File: src/rtl/display_pkg.sv
// Constants and types shared by the sprite renderers and the compositor.
// Everything here is pixel-format or sync-bundle level; no logic lives here.
package display_pkg;

    localparam int PIXEL_W = 24;

    typedef logic [PIXEL_W-1:0] pixel_t;

    localparam pixel_t TRANSPARENT = 24'h000000;
    localparam pixel_t BLACK       = 24'h000000;

    // hsync/vsync are active-low; blank is high outside the visible area.
    typedef struct packed {
        logic hsync;
        logic vsync;
        logic blank;
    } sync_t;

    localparam sync_t SYNC_IDLE = '{hsync: 1'b1, vsync: 1'b1, blank: 1'b1};

    function automatic logic is_opaque(input pixel_t px);
        return px != TRANSPARENT;
    endfunction

endpackage

File: src/rtl/sync_delay_line.sv
// Fixed-depth shift register used to line timing signals up with a pixel pipeline.
// Every stage resets to RESET_VAL so the far end reads idle until real data arrives.
module sync_delay_line #(
    parameter int               DEPTH     = 3,
    parameter int               WIDTH     = 3,
    parameter logic [WIDTH-1:0] RESET_VAL = '1
) (
    input  logic             pixel_clk,
    input  logic             reset_n,
    input  logic [WIDTH-1:0] data,
    output logic [WIDTH-1:0] delayed
);

    generate
        if (DEPTH == 0) begin : g_bypass
            assign delayed = data;
        end else begin : g_shift
            logic [WIDTH-1:0] stage [DEPTH];

            // NOTE: these are timing registers, not storage, so each stage takes the
            // reset value; a RAM-style unreset array would leak stale sync after reset.
            always_ff @(posedge pixel_clk or negedge reset_n) begin
                if (!reset_n) begin
                    for (int k = 0; k < DEPTH; k++) stage[k] <= RESET_VAL;
                end else begin
                    stage[0] <= data;
                    for (int k = 1; k < DEPTH; k++) stage[k] <= stage[k-1];
                end
            end

            assign delayed = stage[DEPTH-1];
        end
    endgenerate

endmodule

File: src/rtl/sprite_compositor.sv
// Merges registered sprite pixel streams by fixed priority over a background colour,
// realigns hsync/vsync/blank to the renderer latency and drives a frame-based blink.
module sprite_compositor
    import display_pkg::*;
#(
    parameter int LAYERS       = 4,
    parameter int SYNC_DELAY   = 3,
    parameter int BLINK_FRAMES = 30
) (
    input  logic                      pixel_clk,
    input  logic                      reset_n,
    input  logic                      hsync_in,
    input  logic                      vsync_in,
    input  logic                      blank_in,
    input  logic [PIXEL_W*LAYERS-1:0] layer_pixels,
    input  logic [LAYERS-1:0]         layer_blink,
    input  logic [PIXEL_W-1:0]        bg_color,
    output logic [PIXEL_W-1:0]        pixel_out,
    output logic                      hsync_out,
    output logic                      vsync_out,
    output logic                      blank_out,
    output logic                      frame_tick
);

    localparam int               CNT_W    = (BLINK_FRAMES > 1) ? $clog2(BLINK_FRAMES) : 1;
    localparam logic [CNT_W-1:0] CNT_LAST = CNT_W'(BLINK_FRAMES - 1);

    sync_t            sync_in;
    sync_t            sync_dly;
    sync_t            sync_q;
    pixel_t           pixel_next;
    logic             vsync_fall;
    logic [CNT_W-1:0] frame_cnt;
    logic             blink_phase;

    assign sync_in = '{hsync: hsync_in, vsync: vsync_in, blank: blank_in};

    sync_delay_line #(
        .DEPTH     (SYNC_DELAY),
        .WIDTH     ($bits(sync_t)),
        .RESET_VAL (SYNC_IDLE)
    ) u_sync_delay (
        .pixel_clk (pixel_clk),
        .reset_n   (reset_n),
        .data      (sync_in),
        .delayed   (sync_dly)
    );

    // Walking from the lowest priority upward lets the last hit (lowest index) win.
    always_comb begin
        // NOTE: default first so every path assigns pixel_next and no latch is inferred.
        pixel_next = bg_color;
        for (int i = LAYERS - 1; i >= 0; i--) begin
            if (is_opaque(layer_pixels[i*PIXEL_W +: PIXEL_W]) &&
                !(blink_phase && layer_blink[i])) begin
                pixel_next = layer_pixels[i*PIXEL_W +: PIXEL_W];
            end
        end
        if (sync_dly.blank) pixel_next = BLACK;
    end

    // sync_q holds the previous delayed vsync, so this fires on the aligned frame start.
    assign vsync_fall = sync_q.vsync && !sync_dly.vsync;

    always_ff @(posedge pixel_clk or negedge reset_n) begin
        if (!reset_n) begin
            frame_cnt   <= '0;
            blink_phase <= 1'b0;
        end else if (vsync_fall) begin
            if (frame_cnt == CNT_LAST) begin
                frame_cnt   <= '0;
                blink_phase <= ~blink_phase;
            end else begin
                // NOTE: sequential state always uses non-blocking assignment.
                frame_cnt <= frame_cnt + CNT_W'(1);
            end
        end
    end

    always_ff @(posedge pixel_clk or negedge reset_n) begin
        if (!reset_n) begin
            pixel_out  <= BLACK;
            sync_q     <= SYNC_IDLE;
            frame_tick <= 1'b0;
        end else begin
            pixel_out  <= pixel_next;
            sync_q     <= sync_dly;
            frame_tick <= vsync_fall;
        end
    end

    assign hsync_out = sync_q.hsync;
    assign vsync_out = sync_q.vsync;
    assign blank_out = sync_q.blank;

endmodule

File: config.mk
export PLATFORM = sky130hd
export DESIGN_NAME = sprite_compositor
export DESIGN_NICKNAME = d
export VERILOG_FILES = /design/src/rtl/display_pkg.sv /design/src/rtl/sync_delay_line.sv /design/src/rtl/sprite_compositor.sv
export SDC_FILE = /design/constraint.sdc
export NUM_CORES = 1
export LEC_CHECK = 0
export CAP_MARGIN = 20
export CORE_MARGIN = 2
export CORE_UTILIZATION = 25
export CTS_CLUSTER_DIAMETER = 100
export CTS_CLUSTER_SIZE = 20
export DETAILED_ROUTE_END_ITERATION = 10
export PLACE_DENSITY_LB_ADDON = 0.1
export SLEW_MARGIN = 40
export SYNTH_ARGS = -nofsm -noshare
export SYNTH_HDL_FRONTEND = slang
export SYNTH_SLANG_ARGS = --single-unit
File: constraint.sdc
create_clock -name pixel_clk -period 1.9 [get_ports pixel_clk]
set_input_delay 0.475 -clock pixel_clk [delete_from_list [all_inputs] [get_ports pixel_clk]]
set_output_delay 0.475 -clock pixel_clk [all_outputs]
set_load 0.01 [all_outputs]
==> flow_summary.toml, run 1 <==
[outcome]
outcome = "finished clean"

[setup_path]
critPathKind = "in2reg"
critPathMaxStageDelay_ps = 460
cp_max_fo = 9
path_delay_family = "buffers and inverters"
crit_buf_inv = 3
startpoint_type = "input port"
cp_common_cell = "buf_12"
r2r_setup_slack_ps = 240
arrival_ps = 2040
cp-end-kind = "flop"
reg2regPathDepth = 7
reg2reg_to = "pixel_out[12]$_DFF_PN0_"
slowest_stage = "clkdlybuf4s50_1"
regToRegStartpoint = "blink_phase$_DFFE_PN0P_"
crit_required_ps = 2070
crit_chain = "clkdlybuf4s50_1, and2_4, buf_12, buf_12, mux2i_1, o21ai_4, o211ai_2, a211oi_2"

[synthesis]
synth_top_area_share_pct = 24.7
yosysSeqAreaShare_pct = 34.8
yosysWarnings = 0
ys_seq_elements = 43
syn_nets = 482
syn_area_per_cell_um2 = 8.94
ys_types = 32
synthTopCellsByArea = "dfrtp_1, dfstp_2, a211oi_2"
ys_async_sr_fraction_pct = 100
synth_flop_cell = "dfrtp_1"
synth_cells = 351
yosysTopAreaCell = "dfrtp_1"
synth-edff-count = 0
syn_area_um2 = 3140

[finish]
diodes = 0
final_cell_mix = "buf_4, clkdlybuf4s50_1, dlygate4sd2_1, nor2_1, dfrtp_1"
fin_area_um2 = 6470
final_common_cell = "buf_4"
drive_gt1_share_pct = 46.3
finalNonFillerCells = 756
fillCellCount = 1152
syn2layout_area_growth_pct = 106
layout.nets = 718

[die]
core_area_um2 = 12100
ios = 157
design.die.area_um2 = 13500
start_util_pct = 25.9
die_w_um = 116
die_h_um = 116
fp-row-count = 40

[detailed_routing]
avgRoutedWirePerCell_um = 18.3
num_vias = 3780
first_iter_violations = 201
viasPerCell = 5.00
post-route-drc-count = 0
routed_wl_um = 13800
dr.pass1.iters = 4
postRouteAntennaNets = 0

[cts]
clock_path_buffers = 2
cts_root_buf = "clkbuf_16"
tritoncts = "done"
insertion_delay_ps = 290
cts.sinks = 43
h-tree-depth = 2
cts-buffers-inserted = 5
clkTransAtPathRegs_ps = 60

[global_route]
met3_usage_pct = 3.97
gr-usage-all-layers_pct = 20.8
first_global_vias = 4100
antenna_found_initial = 0
grt_use_met1_pct = 27.9
use_met2_pct = 34.2
grt.overflow.total = 0
grt_pass1_wl_um = 21500
top_usage_layer = "met2"
grt_max_degree = 44

[hold_path]
hold_path_class = "in2async"

[placement]
port_buffers = 156
gp_congestion = 0.908
dp.cells = 731
dp_hpwl_um = 10100
dpl-instance-area_um2 = 5580

[timing]
rsz0062_at_grt = "true"
relSlewSlack_pct = 60.8
clock_skew_ps = 4.65
clock.fmax_mhz = 534
fin_crit_ps = 1870
worstMarginPinSlew_ps = 588
setup_viol = 0
period_share_pct = 98.5
drv_slew = 0
hold_viol = 0

[power_and_ir_drop]
peakVddDrop_uv = 515
p_leak_nw = 2.49
powerDensity_nw_per_um2 = 668

[job]
drv_cap = 0
[layout make-up]
| class | instances | area (um^2) | share of cell area (%) |
|---|---|---|---|
| inverter | 2 | 7.51 | 0.116 |
| timing repair buffer | 255 | 2500 | 38.7 |
| multi-input combinational | 280 | 2470 | 38.2 |
| clock buffer | 6 | 129 | 1.99 |
| tap | 168 | 210 | 3.25 |
| sequential | 43 | 1090 | 16.9 |
| clock inverter | 2 | 60.1 | 0.928 |
[where the power goes]
part	leakage [nW]	internal (W)	switching (W)
Combinational	1.88	0.00107	0.00101
Clock	0.0911	0.000754	0.000352
Sequential	0.521	0.00105	0.0000814
[routing by layer]
layer	vias to the layer above	share of wire, %
li1	1811	-
met1	1802	44
met2	148	47
met3	19	6.8
met4	0	2.1
met5	-	0
[Yosys cell counts, types with 5 or more instances]
cell type  number
o21ai_1        19
dfstp_2        12
mux2i_1        24
nand2_1         9
o21ai_0        34
nand3_1        25
dfrtp_1        31
o211ai_2       21
buf_2           8
buf_4           5
clkbuf_1       10
nand4_1         5
nor4_1         22
a21oi_1        25
a211oi_2       21
nor2_1         48
[through the flow]
stage	total power (W)	utilization [%]	worst slack, ps	hold slack [ps]	setup TNS (ps)
3_5_place_dp	0.00293	46.1	-725	347	-15890
2_1_floorplan	0.00193	-	134	179	0
3_3_place_gp	0.00292	46.1	-757	345	-16960
5_1_grt	0.00456	53.5	-42.7	314	-245
6_report	0.00432	53.5	28.2	275	0
4_1_cts	0.00429	52.0	3.64	297	0
[what timing repair did]
action	CTS	global route
endpoints found under the setup margin	24	24
gates cloned	7	0
hold buffers	0	0
buffers inserted	6	5
pin swaps	47	46
resized for setup	234	78
[registers in the layout, indices dropped and copies added (netlist names)]
name                        flops
frame_tick                      1
vsync_out                       1
hsync_out                       1
blank_out                       1
u_sync_delay.g_shift.stage      6
u_sync_delay.delayed            3
frame_cnt                       5
blink_phase                     1
pixel_out                      24
[logic make-up (layout without fill, tap and decap cells)]
family,after synthesis,in the layout,synth area share (%)
simple gates,118,118,18.4
mux,24,24,7.66
xor+xnor,1,1,0.279
compound gates,134,135,32.7
flops,43,43,34.8
fa+ha+maj,2,2,0.798
buf+inv,29,265,5.35
[worst max-delay path by stage]
stage | start | endpoint | slack, ps | depth (start not counted)
2_1_floorplan | layer_pixels[60] | pixel_out[10]$_DFF_PN0_ | 130 | 6
3_3_place_gp | layer_pixels[0] | pixel_out[10]$_DFF_PN0_ | -760 | 8
3_5_place_dp | layer_pixels[0] | pixel_out[8]$_DFF_PN0_ | -730 | 8
4_1_cts | layer_pixels[76] | pixel_out[0]$_DFF_PN0_ | 4 | 8
5_1_grt | layer_pixels[94] | pixel_out[9]$_DFF_PN0_ | -40 | 8
6_report | layer_blink[3] | pixel_out[12]$_DFF_PN0_ | 30 | 8
Power figures use the tool's default switching activity.
==> inputs of run 2 (changes only) <==
--- a/config.mk
+++ b/config.mk
@@ -6,6 +6,8 @@
 export NUM_CORES = 1
 export LEC_CHECK = 0
 export CAP_MARGIN = 20
+export CELL_PAD_IN_SITES_DETAIL_PLACEMENT = 0
+export CELL_PAD_IN_SITES_GLOBAL_PLACEMENT = 1
 export CORE_MARGIN = 2
 export CORE_UTILIZATION = 25
 export CTS_CLUSTER_DIAMETER = 100
==> run 2 against run 1 <==
  * The run now ends with negative setup slack left
  * Design area up 4.4%
  * Hold slack worse by 71 ps
  * First-iteration DRC count down 29%
  * Critical path depth unchanged
  * Setup slack worse by 36 ps
  * Flip-flop and latch count unchanged
  * Total power up 3.4%
  * Largest cell class is now multi-input combinational cells
  * Highest routed layer unchanged
==> flow_summary.toml, run 2 (synthesis gave the netlist of run 1 again) <==
[cts]
tritoncts = "done"
cts_root_buf = "clkbuf_16"
clock_path_buffers = 2
cts_hold_buf = 0
cts.sinks = 43
insertion_delay_ps = 280
cts-buffers-inserted = 5
clkTransAtPathRegs_ps = 60
h-tree-depth = 2

[global_route]
grt_max_degree = 29
gr-usage-all-layers_pct = 19.3
grt_pass1_wl_um = 20400
antenna_found_initial = 1
grt.overflow.total = 0
first_global_vias = 3918

[timing]
setup_viol = 2
drv_slew = 0
fin_crit_ps = 1910
clock_skew_ps = 4.14
worstMarginPinSlew_ps = 616
period_share_pct = 100
relSlewSlack_pct = 58.9
clock.fmax_mhz = 524
hold_slack_ps = 205
layout_setup_ws_ps = -7.49
hold_viol = 0

[detailed_routing]
viasPerCell = 4.91
routed_wl_um = 13400
avgRoutedWirePerCell_um = 17.6
dr.pass1.iters = 4
post-route-drc-count = 0
num_vias = 3738
first_iter_violations = 143
postRouteAntennaNets = 0

[outcome]
violations = "negative setup slack"
outcome = "complete, but fails checks"

[finish]
layout.nets = 722
final_cell_mix = "buf_4, clkdlybuf4s50_1, dlygate4sd2_1, nor2_1, dfrtp_1"
finalNonFillerCells = 761
top_register = "pixel_out"
drive_gt1_share_pct = 48.6
multiInputGateArea_um2 = 2640
seqCellArea_um2 = 1090
utilization_pct = 55.8
reg_top3 = "pixel_out: 24 flops, u_sync_delay.g_shift.stage: 6 flops, frame_cnt: 5 flops"
syn2layout_area_growth_pct = 115
largest_reg_flops = 24
fin_area_um2 = 6760
fillCellCount = 1110
final_common_cell = "buf_4"

[power_and_ir_drop]
powerDensity_nw_per_um2 = 662
p_leak_nw = 2.54
p_total_w = 0.00447
peakVddDrop_uv = 423

[job]
drv_cap = 0

[setup_path]
arrival_ps = 2050
critPathKind = "in2reg"
cp-end-kind = "flop"
cp_max_fo = 8
crit_required_ps = 2050
startpoint_type = "input port"

[hold_path]
hold_path_class = "in2async"

[die]
design.die.area_um2 = 13500
core_area_um2 = 12100
die_h_um = 116
fp-row-count = 40
ios = 157
die_w_um = 116
start_util_pct = 25.9

[placement]
port_buffers = 156
gp_congestion = 0.820
dp.cells = 722
dpl-instance-area_um2 = 5400
dp_hpwl_um = 9650
## run 2: timing repair
action | 4_1_cts | 5_1_grt
pin swaps | 62 | 44
hold endpoints to repair | 0 | 0
gates resized for setup | 256 | 103
cloned | 7 | 6
buffers inserted | 15 | 4
endpoints found under the setup margin | 24 | 24
## run 2: critical path: stages
cell and delay [ps]:
dlygate4sd2_1 240, nor4_1 300, nand4_1 150, buf_6 160, o21ba_4 270, buf_12 170, o211ai_4 190, a211oi_2 90
## run 2: layer usage
layer	up-vias	track usage [%]	wire [um]
li1	1818	-	-
met2	102	34.8	6820
met5	-	0	0
met4	0	3.89	150
met1	1809	24.2	5740
met3	9	3.56	692
## run 2: path summary, 6_finish.rpt
check                                               endpoint                                     from  slack (ps)  cells past startpoint
hold reg to reg            u_sync_delay.delayed[0]$_DFF_PN1_  u_sync_delay.g_shift.stage[3]$_DFF_PN1_         360                      0
hold / removal                      frame_cnt[2]$_DFFE_PN0P_                                  reset_n         200                      1
min in group pixel_clk     u_sync_delay.delayed[0]$_DFF_PN1_  u_sync_delay.g_shift.stage[3]$_DFF_PN1_         360                      0
setup / recovery                     pixel_out[21]$_DFF_PN0_                         layer_pixels[67]          -7                      8
max in group asynchronous             pixel_out[2]$_DFF_PN0_                                  reset_n        1090                      2
setup reg to reg                      pixel_out[7]$_DFF_PN0_                  blink_phase$_DFFE_PN0P_         180                      6
## run 2: metrics by stage
step	setup TNS (ps)	setup slack, ps
after floorplan	0	134
after global placement	-14520	-684
after detailed placement	-13870	-616
after CTS	0	1.61
after global routing	-467	-50.0
final	-8.82	-7.49
## run 2: where the power goes
group          switching [W]  internal, W  leakage (nW)
clock               0.000344     0.000754        0.0911
combinational        0.00111      0.00113          1.93
sequential         0.0000834      0.00105         0.521
total                0.00154      0.00293          2.54
## run 2: area by class of cell
type,instances,share of cell area [%]
Antenna cell,1,0.0370
Clock buffer,6,1.91
Clock inverter,2,0.889
Inverter,2,0.111
Multi-Input combinational cell,279,39.1
Sequential cell,43,16.1
Tap cell,168,3.11
Timing Repair Buffer,260,38.7
